==> config.mk <==
export PLATFORM = sky130hd
export DESIGN_NAME = seg7_scan_drv_flat
export DESIGN_NICKNAME = d
export VERILOG_FILES = /design/src/rtl/seg7_pkg.sv /design/src/rtl/seg7_scan_drv_if.sv /design/src/rtl/hex7seg_dec.sv /design/src/rtl/seg7_scan_drv.sv /design/src/flat_wrapper.sv
export SDC_FILE = /design/constraint.sdc
export NUM_CORES = 1
export LEC_CHECK = 0
export ABC_CLOCK_PERIOD_IN_PS = 2700
export CAP_MARGIN = 40
export CORE_ASPECT_RATIO = 1.4
export CORE_UTILIZATION = 55
export DETAILED_ROUTE_END_ITERATION = 10
export PLACE_DENSITY = 0.78
export SETUP_SLACK_MARGIN = 0.5
export SLEW_MARGIN = 0
export SYNTH_ARGS = -nofsm -noshare
export SYNTH_HDL_FRONTEND = slang
export SYNTH_SLANG_ARGS = --single-unit
export TNS_END_PERCENT = 30
==> constraint.sdc <==
create_clock -name CLK -period 2.7 [get_ports CLK]
set_clock_uncertainty 0.15 [all_clocks]
set_input_delay 0.675 -clock CLK [delete_from_list [all_inputs] [get_ports CLK]]
set_output_delay 0.675 -clock CLK [all_outputs]
set_load 0.03 [all_outputs]
==> src/rtl/seg7_pkg.sv <==
// Shared types and constants for the multiplexed four-digit 7-segment driver.
// Segment patterns are active-low {DP,g,f,e,d,c,b,a}; bit 7 is kept at 1 (DP off).
package seg7_pkg;

    localparam logic [7:0] SEG_HEX_0 = 8'hC0;
    localparam logic [7:0] SEG_HEX_1 = 8'hF9;
    localparam logic [7:0] SEG_HEX_2 = 8'hA4;
    localparam logic [7:0] SEG_HEX_3 = 8'hB0;
    localparam logic [7:0] SEG_HEX_4 = 8'h99;
    localparam logic [7:0] SEG_HEX_5 = 8'h92;
    localparam logic [7:0] SEG_HEX_6 = 8'h82;
    localparam logic [7:0] SEG_HEX_7 = 8'hF8;
    localparam logic [7:0] SEG_HEX_8 = 8'h80;
    localparam logic [7:0] SEG_HEX_9 = 8'h90;
    localparam logic [7:0] SEG_HEX_A = 8'h88;
    localparam logic [7:0] SEG_HEX_B = 8'h83;
    localparam logic [7:0] SEG_HEX_C = 8'hC6;
    localparam logic [7:0] SEG_HEX_D = 8'hA1;
    localparam logic [7:0] SEG_HEX_E = 8'h86;
    localparam logic [7:0] SEG_HEX_F = 8'h8E;

    localparam logic [7:0] SEG_BLANK = 8'hFF;
    localparam logic [3:0] ANODE_RST = 4'b1110;

    typedef logic [1:0] dig_t;
    localparam dig_t DIG_LAST = 2'd3;

    // One displayable frame: four hex nibbles plus their decimal points.
    typedef struct packed {
        logic [15:0] val;
        logic [3:0]  dp;
    } disp_word_t;

    // Active-low anode for digit d: the reset pattern rotated left by d.
    function automatic logic [3:0] anode_for(input dig_t d);
        logic [7:0] rot;
        rot = {ANODE_RST, ANODE_RST} << d;
        return rot[7:4];
    endfunction

endpackage

==> src/rtl/seg7_scan_drv_if.sv <==
// Valid/ready value port between the counter stage (master) and the display driver (slave).
interface seg7_scan_drv_if;
    logic [15:0] VAL;
    logic [3:0]  DP_IN;
    logic        VAL_VLD;
    logic        VAL_RDY;

    modport master (output VAL, output DP_IN, output VAL_VLD, input VAL_RDY);
    modport slave  (input VAL, input DP_IN, input VAL_VLD, output VAL_RDY);
endinterface

==> src/rtl/hex7seg_dec.sv <==
// Combinational hex nibble to active-low 7-segment pattern decoder.
module hex7seg_dec
    import seg7_pkg::*;
(
    input  logic [3:0] nib_i,
    output logic [6:0] seg_o
);

    always_comb begin
        // NOTE: default assignment first so no path through the case can infer a latch.
        seg_o = SEG_HEX_0[6:0];
        case (nib_i)
            4'h0: seg_o = SEG_HEX_0[6:0];
            4'h1: seg_o = SEG_HEX_1[6:0];
            4'h2: seg_o = SEG_HEX_2[6:0];
            4'h3: seg_o = SEG_HEX_3[6:0];
            4'h4: seg_o = SEG_HEX_4[6:0];
            4'h5: seg_o = SEG_HEX_5[6:0];
            4'h6: seg_o = SEG_HEX_6[6:0];
            4'h7: seg_o = SEG_HEX_7[6:0];
            4'h8: seg_o = SEG_HEX_8[6:0];
            4'h9: seg_o = SEG_HEX_9[6:0];
            4'hA: seg_o = SEG_HEX_A[6:0];
            4'hB: seg_o = SEG_HEX_B[6:0];
            4'hC: seg_o = SEG_HEX_C[6:0];
            4'hD: seg_o = SEG_HEX_D[6:0];
            4'hE: seg_o = SEG_HEX_E[6:0];
            4'hF: seg_o = SEG_HEX_F[6:0];
            default: seg_o = SEG_HEX_0[6:0];
        endcase
    end

endmodule

==> src/rtl/seg7_scan_drv.sv <==
// Four-digit multiplexed common-anode 7-segment driver with frame-aligned value updates.
// Optional leading-zero blanking is enabled by defining SEG7_LZB_EN.
module seg7_scan_drv
    import seg7_pkg::*;
#(
    parameter int SCAN_DIV = 100_000
) (
    input  logic                  CLK,
    input  logic                  RESET_N,
    seg7_scan_drv_if.slave        bus,
    output logic                  FRAME,
    output logic [11:0]           SEG
);

    localparam int               CNT_W   = $clog2(SCAN_DIV);
    localparam logic [CNT_W-1:0] CNT_MAX = CNT_W'(SCAN_DIV - 1);

    logic [CNT_W-1:0] cnt_q, cnt_d;
    dig_t             dig_q, dig_d;
    disp_word_t       disp_q, disp_d;
    disp_word_t       pend_q, pend_d;
    logic             pend_full_q, pend_full_d;
    logic             frame_q, frame_d;

    always_comb begin
        cnt_d       = cnt_q + 1'b1;
        dig_d       = dig_q;
        disp_d      = disp_q;
        pend_d      = pend_q;
        pend_full_d = pend_full_q;
        frame_d     = 1'b0;

        if (cnt_q == CNT_MAX) begin
            cnt_d = '0;
            dig_d = dig_q + 2'd1;
            // Frame boundary: only here may the displayed value change.
            if (dig_q == DIG_LAST) begin
                frame_d = 1'b1;
                if (pend_full_q) begin
                    disp_d      = pend_q;
                    pend_full_d = 1'b0;
                end
            end
        end

        // Accept only into an empty slot, so this never collides with the boundary copy.
        if (bus.VAL_VLD && !pend_full_q) begin
            pend_d      = '{val: bus.VAL, dp: bus.DP_IN};
            pend_full_d = 1'b1;
        end
    end

    always_ff @(posedge CLK) begin
        if (!RESET_N) begin
            cnt_q       <= '0;
            dig_q       <= '0;
            disp_q      <= '0;
            pend_q      <= '0;
            pend_full_q <= 1'b0;
            frame_q     <= 1'b0;
        end else begin
            // NOTE: non-blocking so every register samples the pre-edge state.
            cnt_q       <= cnt_d;
            dig_q       <= dig_d;
            disp_q      <= disp_d;
            pend_q      <= pend_d;
            pend_full_q <= pend_full_d;
            frame_q     <= frame_d;
        end
    end

    assign bus.VAL_RDY = ~pend_full_q;
    assign FRAME       = frame_q;

    logic [3:0] cur_nib;
    logic [6:0] hex_seg;
    logic [6:0] cath;

    assign cur_nib = disp_q.val[{dig_q, 2'b00} +: 4];

    hex7seg_dec u_dec (
        .nib_i (cur_nib),
        .seg_o (hex_seg)
    );

`ifdef SEG7_LZB_EN
    logic [3:0] blank;

    // Digit n blanks when it and every digit to its left are zero; digit 0 always shows.
    always_comb begin
        blank[3] = (disp_q.val[15:12] == 4'h0);
        blank[2] = blank[3] && (disp_q.val[11:8] == 4'h0);
        blank[1] = blank[2] && (disp_q.val[7:4] == 4'h0);
        blank[0] = 1'b0;
    end

    assign cath = blank[dig_q] ? SEG_BLANK[6:0] : hex_seg;
`else
    assign cath = hex_seg;
`endif

    assign SEG = {anode_for(dig_q), ~disp_q.dp[dig_q], cath};

endmodule

==> src/flat_wrapper.sv <==
// flat-port wrapper written by rule: the top's interface ports become plain ports
module seg7_scan_drv_flat import seg7_pkg::*;
#(
    parameter int SCAN_DIV = 100_000
)
  (CLK, RESET_N, FRAME, SEG, bus_VAL, bus_DP_IN, bus_VAL_VLD, bus_VAL_RDY);
  seg7_scan_drv_if bus_i ();
  input  logic CLK;
  input  logic RESET_N;
  output logic FRAME;
  output logic [11:0] SEG;
  input wire logic [$bits(bus_i.VAL)-1:0] bus_VAL;
  input wire logic [$bits(bus_i.DP_IN)-1:0] bus_DP_IN;
  input wire logic [$bits(bus_i.VAL_VLD)-1:0] bus_VAL_VLD;
  output wire logic [$bits(bus_i.VAL_RDY)-1:0] bus_VAL_RDY;
  assign bus_i.VAL = bus_VAL;
  assign bus_i.DP_IN = bus_DP_IN;
  assign bus_i.VAL_VLD = bus_VAL_VLD;
  assign bus_VAL_RDY = bus_i.VAL_RDY;
  seg7_scan_drv #(.SCAN_DIV(SCAN_DIV)) u_core (.CLK(CLK), .RESET_N(RESET_N), .bus(bus_i), .FRAME(FRAME), .SEG(SEG));
endmodule
==> run metrics <==
final core utilization=0.7570; Post-route DRC=0; placer congestion estimate=0.8982; CTS Sinks=61; remaining antenna violation count=0; global-route wire length before repair=10,830 um; core area=4917 um^2; post-synthesis cell type count=42; commonest cells after routing, fill and taps aside=dfxtp_1, nand2_1, a21oi_1; DRT Wirelength=~6600 um; top_reg_cell synth=dfxtp_1; initial core utilization=0.5796; H-tree depth=3; RSZ-0062 raised after global routing=true; leading cell type in the layout, fill and taps excluded=dfxtp_1; Initial DRC Count=138; Period minus WS final=2.962 ns; Net Count, Synth=373; Min-Delay Path Class=reg2reg; CP Data Arrival Time=2.14 ns; Die ar.=5478 um^2; final hold vios=0; total CTS buffers=9; die width=62.84 um; fin crit share=1.097; switching pwr=between 0.4 and 0.5 mW; Syn Area/Cell=8.408 um^2; post-synthesis sequential area ratio=0.4284; Int Power=1.295 mW; Area Growth Syn to Fin=30.60%; root buffer cell=clkbuf_8; worst vdd ir=454.4 uV; net total in the final layout=426; Warnings, synthesis=0; Placement Rows=30; Die Y=87.18 um; vias in the first global route=2,451; Gate power share=0.059; total congestion overflow=0; Worst Path Class, Setup=reg2out; Post-synth EDFFs=0; CTS tree=yes; sequential share of power=0.544; Port Buffers=36; failing checks=setup timing; Final setup viols=7; Net Sw Frac=0.2445; via count=2,579; Slew HR=0.5566; layout cells sized above 1=0.2519; Pre-antenna DRT Iters=4; share of flip-flops with an asynchronous set or reset=0; count of final max-slew check failures=0; Vias/cell=about 5.6; Yosys reg bits=61; fmax=337.6 MHz; Max-Cap Viols=0; cells after synthesis=339; pwr/cell area=460.5 nW/um^2; Required @ worst endpoint=1.88 ns; worst-case reg-to-reg path depth=6; I/O pin count=37; Clk network pwr share=0.397; CTS Buffer Depth=2; crit-path max FO=5; Synth Cell Area=2850 um^2; Clock Pin Slew Worst Setup and Hold Paths=0.06 ns; largest net degree at the start of global routing=26; ant diodes=0; antenna violations before repair=0; Worst Max-Slew Pin Slew=0.6634 ns; Worst-Skew Late Latency=0.33 ns; Leak Pwr=about 1.3 nW; status=finished with violations; Crit. End Element=primary output; CP Launch Type=flip-flop; Hold Path Depth=1; Wirelength per Cell=between 10 and 15 um; GRT Total Usage=0.2542; hpwl dp=4565 um; worst slack, placed=-0.2171 ns; setup slack after layout=-0.2619 ns
[routing by layer]
metal  routed length (um)  track usage
met1                 2685       0.2749
met2                 3638       0.4812
met3                  165      0.04319
met4                  135       0.1121
met5                    0            0
[kinds of logic after synthesis]
family	share of synthesized area
DFF	0.4284
adders and majority gates	0.04829
AOI/OAI and AO/OA	0.1572
xor gates and xnor gates	0.03687
muxes	0.04741
buffers and inverters	0.05663
and+or+nand+nor	0.2252
[worst max-delay path, stage by stage, from the launching register on]
cell and delay [ns]:
dfxtp_4 0.38, mux4_2 0.56, buf_6 0.15, ha_4 0.15, buf_6 0.12, nor2_4 0.08
a21oi_2 0.04, o21a_2 0.20, buf_6 0.13
[cell type report]
cell class,instances,area [um^2]
clock buffers,9,123.9
multi-input cells,241,1595
fillers,379,1195
inverters,14,52.55
flip-flops and latches,61,1229
repair buffers,65,599.3
clock inverters,7,42.54
well taps,64,80.08
[worst paths after layout]
kind                                              startpoint                             end  slack [ns]
worst max-delay path            u_core.dig_q[0]$_SDFFE_PN0N_                          SEG[3]       -0.26
worst min-delay path              u_core.cnt_q[0]$_SDFF_PP0_      u_core.cnt_q[0]$_SDFF_PP0_        0.31
worst max register to register  u_core.dig_q[0]$_SDFFE_PN0N_  u_core.disp_q[18]$_SDFFE_PN0P_        0.73
worst min register to register    u_core.cnt_q[0]$_SDFF_PP0_      u_core.cnt_q[0]$_SDFF_PP0_        0.31
[metrics by stage]
step	cells	hold slack [ns]	power (mW)	setup TNS [ns]	instance area (um^2)
6_report	461	0.3061	1.714	-1.413	3722
5_1_grt	461	0.3295	1.780	-1.913	3722
4_1_cts	459	0.3075	1.723	-1.521	3657
3_5_place_dp	441	0.2965	1.057	-0.4367	3426
3_3_place_gp	441	0.2845	1.054	-0.3516	3426
2_1_floorplan	339	0.2759	1.005	0	2922
[power groups by stage]
stage | sequential [mW] | combinational, mW | clock, mW
floorplan | 0.950 | 0.0549 | 0
global placement | 0.953 | 0.101 | 0
detailed placement | 0.954 | 0.103 | 0
CTS | 0.933 | 0.102 | 0.688
global route | 0.933 | 0.112 | 0.735
finish | 0.932 | 0.102 | 0.681
[flip-flops by register name (all words and copies together), names as in the netlist]
signal,flops
u_core.dig_q,2
u_core.FRAME,1
u_core.cnt_q,17
u_core.pend_full_q,1
u_core.pend_q,20
u_core.disp_q,20
[what timing repair did]
item / in CTS / in global routing
resized for setup: 58 / 18
pin swaps: 4 / 2
setup buffers: 2 / 2
hold buffers: 0 / 0
setup endpoints to repair: 33 / 11
[cell usage after synthesis, types with 2 or more instances]
cell | n | area share
dfxtp_1 | 61 | 0.43
nand2_1 | 47 | 0.062
a21oi_1 | 45 | 0.079
o21ai_0 | 26 | 0.046
nand4_1 | 23 | 0.050
nor2_1 | 19 | 0.025
clkbuf_1 | 17 | 0.022
inv_1 | 13 | 0.017
nand3_1 | 13 | 0.023
ha_1 | 11 | 0.048
xnor2_1 | 8 | 0.025
nor4_1 | 6 | 0.013
mux4_2 | 5 | 0.040
xor2_1 | 4 | 0.012
buf_2 | 3 | 0.0053
nor2b_1 | 3 | 0.0066
o21a_1 | 3 | 0.0079
o31ai_1 | 3 | 0.0079
and3_1 | 2 | 0.0044
buf_6 | 2 | 0.0079
mux2_2 | 2 | 0.0079
or2_2 | 2 | 0.0044
or4_1 | 2 | 0.0053
No activity file was read; power rests on OpenSTA's default activity.
